### config.mk
export PLATFORM = sky130hd
export DESIGN_NAME = frame_input_sampler
export DESIGN_NICKNAME = d
export VERILOG_FILES = /design/src/rtl/frame_input_sampler.sv
export SDC_FILE = /design/constraint.sdc
export NUM_CORES = 1
export LEC_CHECK = 0
export BUFFER_PORTS_ARGS = -buffer_cell sky130_fd_sc_hd__buf_2
export CAP_MARGIN = 20
export CORE_MARGIN = 2
export CORE_UTILIZATION = 45
export CTS_CLUSTER_DIAMETER = 30
export DETAILED_ROUTE_END_ITERATION = 8
export PLACE_DENSITY_LB_ADDON = 0.08
export SYNTH_ARGS = -nofsm -noshare
export SYNTH_HDL_FRONTEND = slang
export SYNTH_SLANG_ARGS = --single-unit
### constraint.sdc
create_clock -name clk_in -period 1.69 [get_ports clk_in]
set_input_delay 0.507 -clock clk_in [delete_from_list [all_inputs] [get_ports clk_in]]
set_output_delay 0.507 -clock clk_in [all_outputs]
set_load 0.02 [all_outputs]
### src/rtl/frame_input_sampler.sv
// frame_input_sampler: samples debounced buttons once per frame (vsync falling edge)
// and issues single-frame move/chop commands with hold-to-repeat. Optional macro: CHOP_HOLD_EN.
module frame_input_sampler #(
   parameter int unsigned REPEAT_DELAY = 15,
   parameter int unsigned REPEAT_RATE  = 4
) (
   input  logic       clk_in,
   input  logic       rst_in,
   input  logic       vsync_in,
   input  logic       pause_in,
   input  logic       left_in,
   input  logic       right_in,
   input  logic       up_in,
   input  logic       down_in,
   input  logic       chop_in,
   output logic       frame_tick_out,
   output logic       move_valid_out,
   output logic [1:0] move_dir_out,
   output logic       chop_out,
   output logic       held_dir_out
);

   localparam logic [1:0] ST_IDLE   = 2'd0;
   localparam logic [1:0] ST_DELAY  = 2'd1;
   localparam logic [1:0] ST_REPEAT = 2'd2;

   localparam logic [1:0] DIR_UP    = 2'd0;
   localparam logic [1:0] DIR_DOWN  = 2'd1;
   localparam logic [1:0] DIR_LEFT  = 2'd2;
   localparam logic [1:0] DIR_RIGHT = 2'd3;

   localparam logic [7:0] DELAY_LD = 8'(REPEAT_DELAY);
   localparam logic [7:0] RATE_LD  = 8'(REPEAT_RATE);

   logic       vs_q;
   logic       frame_edge;
   logic [1:0] state_q, state_d;
   logic [7:0] cnt_q, cnt_d;
   logic [1:0] cur_q, cur_d;
   logic       chop_prev_q, chop_prev_d;
   logic       tick_q, tick_d;
   logic       move_valid_q, move_valid_d;
   logic [1:0] move_dir_q, move_dir_d;
   logic       chop_q, chop_d;
   logic       held_q, held_d;
   logic       sel_valid;
   logic [1:0] sel_dir;
   logic       issue;

   assign frame_edge = vs_q & ~vsync_in;

   // Later assignments override earlier ones, giving up > down > left > right.
   always_comb begin
      sel_valid = up_in | down_in | left_in | right_in;
      sel_dir   = DIR_RIGHT;
      if (left_in) sel_dir = DIR_LEFT;
      if (down_in) sel_dir = DIR_DOWN;
      if (up_in)   sel_dir = DIR_UP;
   end

   always_comb begin
      state_d      = state_q;
      cnt_d        = cnt_q;
      cur_d        = cur_q;
      chop_prev_d  = chop_prev_q;
      tick_d       = frame_edge;
      move_valid_d = 1'b0;
      move_dir_d   = move_dir_q;
      chop_d       = 1'b0;
      held_d       = held_q;
      issue        = 1'b0;
      if (frame_edge) begin
         chop_prev_d = chop_in;
         held_d      = sel_valid;
         if (pause_in) begin
            state_d = ST_IDLE;
            cnt_d   = '0;
         end else begin
`ifdef CHOP_HOLD_EN
            chop_d = chop_in;
`else
            chop_d = chop_in & ~chop_prev_q;
`endif
            case (state_q)
               ST_IDLE: begin
                  if (sel_valid) begin
                     issue   = 1'b1;
                     cnt_d   = DELAY_LD;
                     state_d = ST_DELAY;
                  end
               end
               ST_DELAY, ST_REPEAT: begin
                  if (!sel_valid) begin
                     state_d = ST_IDLE;
                     cnt_d   = '0;
                  end else if (sel_dir != cur_q) begin
                     issue   = 1'b1;
                     cnt_d   = DELAY_LD;
                     state_d = ST_DELAY;
                  end else if (cnt_q <= 8'd1) begin
                     // Decrement would reach 0: fire and reload instead of wrapping.
                     issue   = 1'b1;
                     cnt_d   = RATE_LD;
                     state_d = ST_REPEAT;
                  end else begin
                     cnt_d = cnt_q - 8'd1;
                  end
               end
               default: begin
                  state_d = ST_IDLE;
                  cnt_d   = '0;
               end
            endcase
            if (issue) begin
               cur_d        = sel_dir;
               move_dir_d   = sel_dir;
               move_valid_d = 1'b1;
            end
         end
      end
   end

   always_ff @(posedge clk_in or negedge rst_in) begin
      if (!rst_in) begin
         vs_q         <= 1'b0;
         state_q      <= ST_IDLE;
         cnt_q        <= '0;
         cur_q        <= '0;
         chop_prev_q  <= 1'b0;
         tick_q       <= 1'b0;
         move_valid_q <= 1'b0;
         move_dir_q   <= '0;
         chop_q       <= 1'b0;
         held_q       <= 1'b0;
      end else begin
         vs_q         <= vsync_in;
         state_q      <= state_d;
         cnt_q        <= cnt_d;
         cur_q        <= cur_d;
         chop_prev_q  <= chop_prev_d;
         tick_q       <= tick_d;
         move_valid_q <= move_valid_d;
         move_dir_q   <= move_dir_d;
         chop_q       <= chop_d;
         held_q       <= held_d;
      end
   end

   assign frame_tick_out = tick_q;
   assign move_valid_out = move_valid_q;
   assign move_dir_out   = move_dir_q;
   assign chop_out       = chop_q;
   assign held_dir_out   = held_q;

endmodule

==> impl_metrics.toml <==
[synth]
async_flop_share_pct = 100
synth-edff-count = 0
synthMuxAreaShare_pct = 4.23
synth-simple-area-share_pct = 21.4
synth_compound_area_share_pct = 23.5
yosysSeqAreaShare_pct = 42.3
synth.distinct_cells = 41
ys_warn_count = 0
synth_top_family_by_area = "compound AO/OA/AOI/OAI gates"
syn-num-nets = 118
yosys.area_share.adder_pct = 4.69
synth-seq-cells = 18
yosys.area_share.xor_xnor_pct = 0.822
netlist_area_um2 = 1070
synth-main-ff-cell = "dfrtp_1"
syn-instance-count = 105
synth_area_per_cell_um2 = 10.2

[clocking]
clk_pin_slew_ps = 110
clk_latency_ps = 290
cts-htree-levels = 1
clock_sinks = 18
cts-root-buf = "clkbuf_4"
clock_path_buffers = 2
cts_tree = "built"
cts_buffers = 3

[floorplan]
start_util_pct = 47.7
die_h_um = 52.7
core.rowCount = 17
core_um2 = 2230
die_w_um = 52.7
die-area_um2 = 2770
ios = 15

[power_and_ir_drop]
leakagePower_nw = 0.764
p_sw_share_pct = 42.5
combinationalPowerShare_pct = 65.2
ir_worst_vdd_v = 0.000852
intPower_mw = 1.43
pwr-share-clk_pct = 8.8
power_density_nw_per_um2 = 1540
finalPower_mw = 2.49
netSwitchingPower_mw = 1.06
share_seq_of_total_power_pct = 26.0

[timing]
worst_pin_slew_ps = 432
slew_headroom_pct = 71.2
whs_ps = 135
slew_violations = 0
min_period_ps = 1780
setup_viol = 5
finalCritPeriodShare_pct = 106
rsz0062_at_grt = "yes"
fmax_ghz = 0.561
setup_slack_ps = -93.5
finalClockSkew_ps = 7.30
finalHoldViolCount = 0

[layout]
drive_gt1_share_pct = 54.5
regArea_um2 = 452
final_cells = 184
final_common_cell = "buf_4"
fill_cells = 156
syn2layout_area_growth_pct = 51.1
antenna_cells = 0
layout.nets = 171
mostFrequentLayoutCells = "buf_4, dfrtp_1, buf_2"
multi_input_area_um2 = 727

[routing]
ant_nets = 0
drt_iter0_markers = 16
via_per_inst = 5.38
dr.pass1.iters = 4
drc = 0
vias = 990
wl_per_cell_um = 15.8
routed_wl_um = 2910

[setup_path]
worstPathArrival_ps = 1970
cp-startpoint = "cnt_q[0]$_DFFE_PN0P_"
r2r_slack_ps = -90
critical_path.endpoint_type = "flip-flop"
reg2reg_depth = 7
reg2reg_to = "state_q[1]$_DFFE_PN0P_"
crit_path_start_kind = "flip-flop"
r2r_start = "cnt_q[0]$_DFFE_PN0P_"
criticalPathCategory = "reg -> reg"
worst_ep_required_time_ps = 1880
cp-endpoint = "state_q[1]$_DFFE_PN0P_"
critical_path_peak_fanout = 5

[global_route]
grt_use_met2_pct = 34.4
grt_pass1_vias = 937
gr-max-usage-layer = "met2"
use_met1_pct = 30.3
use_met3_pct = 3.43
grt_pass1_wl_um = 4310
antenna_found_initial = 0
grt_max_degree = 19
grt_use_total_pct = 21.7
overflow = 0

[place]
globalplace.congestion = 0.872
dp.cells = 171
dp_hpwl_um = 1910
place_ws_ps = -215
io_buffer_count = 14

[job]
max-cap-violations = 0

[status]
status = "finished, violations left"
violations = "setup timing"

[hold_path]
hp-class = "in -> async"
## worst max-delay path, stage by stage (launching register included)
cell	delay [ps]
dfrtp_2	430
inv_2	60
ha_4	160
o211ai_1	190
buf_4	170
nand3_4	110
o31ai_4	230
mux2_4	330
## flip-flops by register name, summed over array words and instances (netlist names)
name            cells
state_q             2
vs_q                1
chop_prev_q         1
frame_tick_out      1
move_valid_out      1
chop_out            1
cnt_q               8
held_dir_out        1
move_dir_out        2
## cell type report
class | instances | area share [%]
Timing Repair Buffer | 49 | 21.4
Multi-Input combinational cell | 78 | 45.1
Clock buffer | 3 | 1.40
Sequential cell | 18 | 28.0
Tap cell | 28 | 2.18
Inverter | 8 | 1.86
## worst min-delay path by stage
stage | end | slack, ps | cells past startpoint
2_1_floorplan | chop_out$_DFF_PN0_ | 210 | 0
3_3_place_gp | chop_out$_DFF_PN0_ | 410 | 1
3_5_place_dp | chop_out$_DFF_PN0_ | 420 | 1
4_1_cts | move_dir_out[1]$_DFFE_PN0P_ | 150 | 1
5_1_grt | move_dir_out[1]$_DFFE_PN0P_ | 160 | 1
6_report | move_dir_out[1]$_DFFE_PN0P_ | 130 | 1
## power groups by stage
stage	clock (mW)	combinational, mW	sequential, mW
finish	0.218	1.62	0.648
global route	0.240	1.74	0.658
CTS	0.221	1.32	0.624
detailed placement	0	1.14	0.645
global placement	0	1.12	0.633
floorplan	0	0.619	0.678
## cell usage after synthesis (all sizes together) (2+ instances only)
cell / count / area share [%]
nand2: 14 / 5.2
nor2: 9 / 3.2
nand3: 3 / 3.1
a21oi: 5 / 3.8
nor2b: 3 / 1.8
a21o: 2 / 1.4
o211ai: 3 / 2.1
o31ai: 4 / 4.1
inv: 8 / 2.8
nor3: 4 / 1.9
ha: 4 / 4.7
o21ai: 4 / 2.2
mux2: 3 / 4.2
a32o: 3 / 2.8
nor4: 3 / 2.3
dfrtp: 18 / 42
## per-stage QoR
step	util (%)	setup TNS, ps	area [µm²]
after floorplan	-	-237	1080
after CTS	65.8	-61.0	1470
after global routing	72.1	-797	1610
after global placement	61.1	-1940	1370
after detailed placement	61.1	-2120	1370
final	72.1	-303	1610
## logic make-up (layout without fill, tap and decap cells)
group | count (synthesis) | after routing
and+or+nand+nor | 41 | 41
AOI/OAI and AO/OA | 29 | 29
DFF | 18 | 18
buffers and inverters | 9 | 60
adders and majority gates | 4 | 4
muxes | 3 | 3
xor gates and xnor gates | 1 | 1
## per-layer routing
| layer | wire, µm | up-vias |
|---|---|---|
| met4 | 41 | 0 |
| met5 | 0 | - |
| met2 | 1410 | 22 |
| li1 | - | 492 |
| met3 | 101 | 4 |
| met1 | 1360 | 472 |
## repair_timing
action / 4_1_cts / 5_1_grt
endpoints found under the setup margin: 6 / 12
buffers inserted: 7 / 3
pin swaps: 7 / 5
endpoints found under the hold margin: 0 / 0
resized for setup: 8 / 22
hold buffers: 0 / 0
Power figures use the tool's default switching activity.
